==> src/rtl/l2_dir_ctrl.sv <==
// l2_dir_ctrl: L2 directory controller, I/S/O directory with 4-deep request FIFO; define L2_DIR_STATS_EN for req_cnt/inv_cnt outputs
module l2_dir_ctrl #(
  parameter int MSG_WIDTH  = 4,
  parameter int DATA_WIDTH = 64,
  parameter int TAG_WIDTH  = 5,
  parameter int OWNER_BITS = 2,
  parameter int MESI_WIDTH = 2,
  parameter int DIR_WIDTH  = 4,
  parameter int TAG_ARRAY  = 32
) (
  input  logic                  clk,
  input  logic                  rst,
  input  logic [MSG_WIDTH-1:0]  msg1_type,
  input  logic [DATA_WIDTH-1:0] msg1_data,
  input  logic [TAG_WIDTH-1:0]  msg1_tag,
  input  logic [OWNER_BITS-1:0] msg1_source,
  input  logic [MSG_WIDTH-1:0]  msg3_type,
  input  logic [DATA_WIDTH-1:0] msg3_data,
  input  logic [TAG_WIDTH-1:0]  msg3_tag,
  input  logic [OWNER_BITS-1:0] msg3_source,
  output logic [MSG_WIDTH-1:0]  msg2_type,
  output logic [DATA_WIDTH-1:0] msg2_data,
  output logic [TAG_WIDTH-1:0]  msg2_tag,
  output logic [MESI_WIDTH-1:0] mesi_send,
  output logic [OWNER_BITS-1:0] cache_owner,
  output logic [DIR_WIDTH-1:0]  share_list,
  output logic                  busy,
  output logic                  req_ovf
`ifdef L2_DIR_STATS_EN
  , output logic [15:0]         req_cnt
  , output logic [15:0]         inv_cnt
`endif
);
  localparam logic [MSG_WIDTH-1:0] MSG_EMPTY         = 4'd0;
  localparam logic [MSG_WIDTH-1:0] MSG_LOAD_REQ      = 4'd1;
  localparam logic [MSG_WIDTH-1:0] MSG_STORE_REQ     = 4'd2;
  localparam logic [MSG_WIDTH-1:0] MSG_WB_REQ        = 4'd3;
  localparam logic [MSG_WIDTH-1:0] MSG_LOAD_MEM      = 4'd4;
  localparam logic [MSG_WIDTH-1:0] MSG_STORE_MEM     = 4'd5;
  localparam logic [MSG_WIDTH-1:0] MSG_INV_FWD       = 4'd6;
  localparam logic [MSG_WIDTH-1:0] MSG_DATA_ACK      = 4'd7;
  localparam logic [MSG_WIDTH-1:0] MSG_WB_ACK        = 4'd8;
  localparam logic [MSG_WIDTH-1:0] MSG_LOAD_MEM_ACK  = 4'd9;
  localparam logic [MSG_WIDTH-1:0] MSG_STORE_MEM_ACK = 4'd10;
  localparam logic [MSG_WIDTH-1:0] MSG_INV_FWDACK    = 4'd11;
  localparam logic [MESI_WIDTH-1:0] MESI_I = 2'd0;
  localparam logic [MESI_WIDTH-1:0] MESI_S = 2'd1;
  localparam logic [MESI_WIDTH-1:0] MESI_E = 2'd2;
  localparam logic [MESI_WIDTH-1:0] MESI_M = 2'd3;

  typedef enum logic [2:0] {IDLE, MEM_RD, INV, MEM_WR, RESP} state_t;
  typedef enum logic [1:0] {D_I, D_S, D_O} dst_t;
  typedef struct packed {
    logic [MSG_WIDTH-1:0]  typ;
    logic [TAG_WIDTH-1:0]  tag;
    logic [DATA_WIDTH-1:0] data;
    logic [OWNER_BITS-1:0] src;
  } req_t;

  state_t state, nstate;
  req_t fifo_q [4];
  req_t head, cur;
  logic [1:0] wr_ptr, rd_ptr;
  logic [2:0] cnt;
  logic push, pop, push_ok;
  dst_t dir_st [TAG_ARRAY];
  logic [DIR_WIDTH-1:0] dir_sh [TAG_ARRAY];
  logic [OWNER_BITS-1:0] dir_own [TAG_ARRAY];
  dst_t h_st, c_st, w_st;
  logic [DIR_WIDTH-1:0] h_oh, c_oh, own_oh, inv_mask, pend, n_pend, w_sh, c_sh;
  logic [OWNER_BITS-1:0] h_own, c_own, w_own;
  logic [DATA_WIDTH-1:0] cap_data, n_cap;
  logic ack_seen, n_seen, ld_cur, dir_we, mem_hit, inv_hit, ld_s;
  logic [MSG_WIDTH-1:0] n_type;
  logic [DATA_WIDTH-1:0] n_data;
  logic [TAG_WIDTH-1:0] n_tag;
  logic [MESI_WIDTH-1:0] n_mesi;
  logic [OWNER_BITS-1:0] n_owner;
  logic [DIR_WIDTH-1:0] n_share;

  assign push = msg1_type != MSG_EMPTY;
  assign pop = state == IDLE && cnt != 3'd0;
  assign push_ok = push && (cnt != 3'd4 || pop);
  assign head = fifo_q[rd_ptr];
  assign busy = state != IDLE;
  assign h_st = dir_st[head.tag];
  assign h_own = dir_own[head.tag];
  assign h_oh = DIR_WIDTH'(1) << head.src;
  assign own_oh = DIR_WIDTH'(1) << h_own;
  assign inv_mask = dir_sh[head.tag] & ~h_oh;
  assign c_st = dir_st[cur.tag];
  assign c_sh = dir_sh[cur.tag];
  assign c_own = dir_own[cur.tag];
  assign c_oh = DIR_WIDTH'(1) << cur.src;
  assign ld_s = cur.typ == MSG_LOAD_REQ && c_st == D_S;
  assign mem_hit = msg3_type == (state == MEM_RD ? MSG_LOAD_MEM_ACK : MSG_STORE_MEM_ACK) && msg3_tag == cur.tag;
  assign inv_hit = msg3_type == MSG_INV_FWDACK && msg3_tag == cur.tag && pend[msg3_source];

  // request FIFO pointers, occupancy and sticky overflow flag
  always_ff @(posedge clk or posedge rst)
    if (rst) begin
      wr_ptr <= '0;
      rd_ptr <= '0;
      cnt <= '0;
      req_ovf <= 1'b0;
    end else begin
      if (push_ok) wr_ptr <= wr_ptr + 2'd1;
      if (pop) rd_ptr <= rd_ptr + 2'd1;
      cnt <= cnt + 3'(push_ok) - 3'(pop);
      if (push && !push_ok) req_ovf <= 1'b1;
    end

  // FIFO storage; a full-FIFO write lands in the slot being popped that same edge
  always_ff @(posedge clk)
    if (push_ok) fifo_q[wr_ptr] <= {msg1_type, msg1_tag, msg1_data, msg1_source};

  // directory entries, updated once when a transaction completes
  always_ff @(posedge clk or posedge rst)
    if (rst) begin
      for (int i = 0; i < TAG_ARRAY; i++) begin
        dir_st[i] <= D_I;
        dir_sh[i] <= '0;
        dir_own[i] <= '0;
      end
    end else if (dir_we) begin
      dir_st[cur.tag] <= w_st;
      dir_sh[cur.tag] <= w_sh;
      dir_own[cur.tag] <= w_own;
    end

  // next state, next outgoing message and directory update; messages only issue when msg2 is idle
  always_comb begin
    nstate = state;
    n_type = MSG_EMPTY;
    n_data = '0;
    n_tag = cur.tag;
    n_mesi = MESI_I;
    n_owner = cur.src;
    n_share = '0;
    n_pend = pend;
    n_cap = cap_data;
    n_seen = ack_seen;
    ld_cur = 1'b0;
    dir_we = 1'b0;
    w_st = D_I;
    w_sh = '0;
    w_own = '0;
    case (state)
      IDLE: if (pop) begin
        ld_cur = 1'b1;
        n_seen = 1'b0;
        n_tag = head.tag;
        n_owner = head.src;
        if (head.typ == MSG_WB_REQ) begin
          n_type = MSG_STORE_MEM;
          n_data = head.data;
          nstate = MEM_WR;
        end else if (head.typ == MSG_LOAD_REQ || head.typ == MSG_STORE_REQ) begin
          if (h_st == D_O || (head.typ == MSG_STORE_REQ && h_st == D_S && inv_mask != '0)) begin
            n_type = MSG_INV_FWD;
            n_share = h_st == D_O ? own_oh : inv_mask;
            n_pend = n_share;
            n_owner = h_st == D_O ? h_own : head.src;
            nstate = INV;
          end else begin
            n_type = MSG_LOAD_MEM;
            nstate = MEM_RD;
          end
        end
      end
      INV: begin
        if (inv_hit) begin
          n_pend = pend & ~(DIR_WIDTH'(1) << msg3_source);
          n_cap = msg3_data;
        end
        if (pend == '0) begin
          n_seen = 1'b0;
          n_type = c_st == D_O ? MSG_STORE_MEM : MSG_LOAD_MEM;
          n_data = c_st == D_O ? cap_data : '0;
          nstate = c_st == D_O ? MEM_WR : MEM_RD;
        end
      end
      MEM_RD: begin
        if (mem_hit) n_cap = msg3_data;
        if ((mem_hit || ack_seen) && msg2_type == MSG_EMPTY) begin
          n_type = MSG_DATA_ACK;
          n_data = mem_hit ? msg3_data : cap_data;
          n_mesi = cur.typ == MSG_STORE_REQ ? MESI_M : ld_s ? MESI_S : MESI_E;
          dir_we = 1'b1;
          w_st = ld_s ? D_S : D_O;
          w_sh = ld_s ? c_sh | c_oh : '0;
          w_own = ld_s ? c_own : cur.src;
          nstate = RESP;
        end else if (mem_hit) n_seen = 1'b1;
      end
      MEM_WR: begin
        if ((mem_hit || ack_seen) && msg2_type == MSG_EMPTY) begin
          n_type = cur.typ == MSG_WB_REQ ? MSG_WB_ACK : MSG_DATA_ACK;
          n_data = cur.typ == MSG_WB_REQ ? cur.data : cap_data;
          n_mesi = cur.typ == MSG_STORE_REQ ? MESI_M : cur.typ == MSG_LOAD_REQ ? MESI_S : MESI_I;
          dir_we = 1'b1;
          w_st = cur.typ == MSG_STORE_REQ ? D_O : cur.typ == MSG_LOAD_REQ ? D_S : D_I;
          w_sh = cur.typ == MSG_LOAD_REQ ? c_oh : '0;
          w_own = cur.typ == MSG_STORE_REQ ? cur.src : '0;
          nstate = RESP;
        end else if (mem_hit) n_seen = 1'b1;
      end
      RESP: nstate = IDLE;
      default: nstate = IDLE;
    endcase
  end

  // FSM state, transaction context and registered msg2 outputs
  always_ff @(posedge clk or posedge rst)
    if (rst) begin
      state <= IDLE;
      cur <= '0;
      pend <= '0;
      cap_data <= '0;
      ack_seen <= 1'b0;
      msg2_type <= MSG_EMPTY;
      msg2_data <= '0;
      msg2_tag <= '0;
      mesi_send <= '0;
      cache_owner <= '0;
      share_list <= '0;
    end else begin
      state <= nstate;
      if (ld_cur) cur <= head;
      pend <= n_pend;
      cap_data <= n_cap;
      ack_seen <= n_seen;
      msg2_type <= n_type;
      msg2_data <= n_data;
      msg2_tag <= n_tag;
      mesi_send <= n_mesi;
      cache_owner <= n_owner;
      share_list <= n_share;
    end

`ifdef L2_DIR_STATS_EN
  // saturating counts of popped requests and issued INV_FWD messages
  always_ff @(posedge clk or posedge rst)
    if (rst) begin
      req_cnt <= '0;
      inv_cnt <= '0;
    end else begin
      if (pop && req_cnt != 16'hffff) req_cnt <= req_cnt + 16'd1;
      if (n_type == MSG_INV_FWD && inv_cnt != 16'hffff) inv_cnt <= inv_cnt + 16'd1;
    end
`endif
endmodule

==> config.mk <==
export PLATFORM = sky130hd
export DESIGN_NAME = l2_dir_ctrl
export DESIGN_NICKNAME = d
export VERILOG_FILES = /design/src/rtl/l2_dir_ctrl.sv
export SDC_FILE = /design/constraint.sdc
export NUM_CORES = 2
export LEC_CHECK = 0
export BUFFER_PORTS_ARGS = -buffer_cell sky130_fd_sc_hd__buf_2
export CAP_MARGIN = 40
export CORE_MARGIN = 2
export CORE_UTILIZATION = 65
export DETAILED_ROUTE_END_ITERATION = 10
export MAX_ROUTING_LAYER = met4
export PLACE_DENSITY = 0.85
export SLEW_MARGIN = 40
export SYNTH_ARGS = -nofsm -noshare
export SYNTH_HDL_FRONTEND = slang
export SYNTH_SLANG_ARGS = --single-unit
==> constraint.sdc <==
create_clock -name clk -period 36 [get_ports clk]
set_input_delay 3.6 -clock clk [delete_from_list [all_inputs] [get_ports clk]]
set_output_delay 3.6 -clock clk [all_outputs]
set_load 0.05 [all_outputs]
==> metrics <==
Die W=around 240 µm; P_leak=between 15 and 20 nW; Final WS setup=~29 ns; synthesized area=about 0.035 mm²; critical path type=in2reg; Area growth syn-to-layout=12.7%; hold crit path type=reg2reg; Pwr Total=3.14 mW; Max VDD drop=roughly 0.000087 V; mux cell area share after synthesis=0.181; Avg Vias per Cell=~7.0; Detailed Route Iter0 Violations=approximately 3500; worst setup path endpoint=dir_own[6]; Placer Congestion=0.935; dominant cell type by area after synthesis=dfrtp_1; crit path cell chain=buf_2 -> xnor2_1 -> nand4_1 -> nor4b_2 -> o21a_4 -> o211a_1 -> nand2b_1 -> or3_1 -> mux2_2; DP Worst Slack=28.88 ns; synthesized area per cell=between 10 and 15 µm²; H-tree depth=3; Die Y=~240 µm; Yosys top cell area share=0.348; xor/xnor share of the synthesized area=0.00272; dpl hpwl=62000 µm; largest net degree at the start of global routing=roughly 160; ranking of synthesized cells by area=dfrtp_1 (35%), edfxtp_1 (25%), mux4_2 (10%); drt drc=0; f_max=around 150 MHz; final hold violations=0; clock skew=approximately 0.034 ns; adder-cell share of the synthesized area=0.00233; floorplan core area=~0.054 mm²; Worst EP required=between 30 and 40 ns; buffer depth of the longest clock path=3; worst stage delay on the critical path=about 0.69 ns; CP max stage cell=or3_1; Post-synth EDFFs=300; commonest non-fill, non-tap cells in the layout=nand2_1 (591), dfrtp_1 (488), o21ai_0 (309); Worst-path clk slew=0.06 ns; number of detailed-route iterations in the first pass=6; number of global-route vias before repair=25900; GRT Total Usage=0.383; period utilization=0.183; # nets final=just over 3000; Startpoint Class=input port; post-synthesis register bit count=between 700 and 800; Final TNS setup=0 ns; Setup Buffers After CTS=0; die footprint=about 0.056 mm²; RSZ-0062 raised after global routing=no; Syn Inst Count=2724; CTS Hold Buffers Added=0; Reg-to-Reg End=pend[2]; TritonCTS clock tree=built; reg2reg path depth=10; Synth Net Count=around 2900; crit path DAT=approximately 7.1 ns; Post-Synth Simple-Gate Area=0.0908; commonest non-fill, non-tap cell in the layout=nand2_1; layout cells sized above 1=0.239; largest family of logic cells by synthesized area=multiplexers; port bufs=between 200 and 250; row cnt=85; Worst Path Max Fanout=19; CP Capture Type=register; ys async rst share=0.621; initial core utilization=0.657; Synth warnings=0; minimum clock period=6.60 ns; setup slack, reg-to-reg=30.77 ns; outcome=finished clean; Finish-stage setup viols=0; Worst R2R Start=rd_ptr[0]; Resized Gates After CTS=0; slew of the pin with the lowest slew margin=approximately 1.0 ns; sequential area share after synthesis=0.603; unique cell type count in the Yosys netlist=78; fillers=between 3000 and 4000; max_slew headroom=0.320; post-route cell area=0.0399 mm²; PwrDens=~80 mW/mm²; global-route wire length before repair=156000 µm; Main synth FF type=dfrtp_1; ANT nets after route=0; Max Slew Vio Count=0; Clock Latency Late Sink=between 0.6 and 0.7 ns; Top-Level Pins=235; CTS Buf Count=79; initial antenna violation count=23; clock root buffer=clkbuf_16; clock sink count=around 790; remaining global-route overflow=0; overall via count from detail_route=around 26000; crit path from=msg3_tag[2]; DRT Wirelength=around 100000 µm; Avg WL per Cell=28.2 µm; DP Area=between 0.03 and 0.04 mm²; post-synthesis compound-gate area fraction=0.0936; Max-cap violations=0
synth_stat cells, drive strengths merged, types with 3 or more instances:
cell type and number:
a21oi 14, a221o 64, a221oi 4, a22oi 36, a311oi 7, a31oi 4
a32oi 5, and2 10, and3 3, buf 68, clkbuf 128, dfrtp 492
edfxtp 300, ha 5, inv 23, mux2 106, mux2i 142, mux4 167
nand2 592, nand2b 16, nand3 10, nand3b 3, nand4 15, nor2 40
nor2b 16, nor3 15, nor3b 8, nor4 6, o211ai 7, o21a 4
o21ai 313, o21bai 4, o22ai 19, o311a 4, o31ai 9, or2 6
or3 18, xnor2 10
layer usage:
layer / track usage / share of wire
met5: - / 0
met4: 0.190 / 0.052
met3: 0.0880 / 0.11
met2: 0.580 / 0.48
met1: 0.495 / 0.36
power by group:
part | internal (mW) | switching [mW] | leakage [nW]
Sequential | 1.15 | 0.112 | 9.48
Combinational | 0.344 | 0.682 | 5.61
Clock | 0.482 | 0.361 | 1.28
Total | 1.98 | 1.16 | 16.4
area by class of cell:
class                   instances  area (µm²)  share of cell area
diodes                         27        67.6             0.00170
clock buffers                 117        2260              0.0567
clock inverters                31         362             0.00907
inverters                      23        98.8             0.00248
multi-input cells            1713       13200               0.332
flip-flops and latches        792       21300               0.535
well taps                     696         871              0.0219
repair buffers                276        1640              0.0412
how the worst min path moves through the flow:
stage	startpoint	end	slack, ns	depth (start not counted)
2_1_floorplan	cur[10]	cur[10]	0.45	2
3_3_place_gp	req_ovf	req_ovf	0.46	1
3_5_place_dp	req_ovf	req_ovf	0.46	1
4_1_cts	cur[36]	cur[36]	0.48	2
5_1_grt	req_ovf	req_ovf	0.51	1
6_report	req_ovf	req_ovf	0.48	1
kinds of logic (layout without fill, tap and decap cells):
group	count (synthesis)	in the layout
compound gates	519	519
xor+xnor	11	11
fa+ha+maj	6	6
buf+inv	219	447
flops	792	792
mux	415	415
other cells	0	27
simple gates	762	762
through the flow:
| stage | hold WS (ns) | instances | util |
|---|---|---|---|
| after floorplan | 0.446 | 2724 | - |
| after global placement | 0.457 | 3491 | 0.686 |
| after detailed placement | 0.462 | 3497 | 0.689 |
| after CTS | 0.482 | 3645 | 0.738 |
| after global routing | 0.509 | 3673 | 0.740 |
| final | 0.475 | 3675 | 0.741 |
worst max-delay path: cells and delay by family:
kind | cells | cell delay [ns]
buffers and inverters | 1 | 0.11
XOR/XNOR | 1 | 0.15
multiplexers | 1 | 0.38
AND/OR/NAND/NOR | 4 | 1.74
AO/OA/AOI/OAI | 2 | 1.12
state kept, by name, indices dropped and copies added (netlist names), 3 cells and up:
| name | count |
|---|---|
| dir_own | 64 |
| msg2_type | 4 |
| dir_sh | 128 |
| fifo_q | 300 |
| state | 3 |
| cnt | 3 |
| share_list | 4 |
| dir_st | 64 |
| msg2_data | 64 |
| cap_data | 64 |
| cur | 75 |
| msg2_tag | 5 |
| pend | 4 |
No activity file was read; power rests on OpenSTA's default activity.
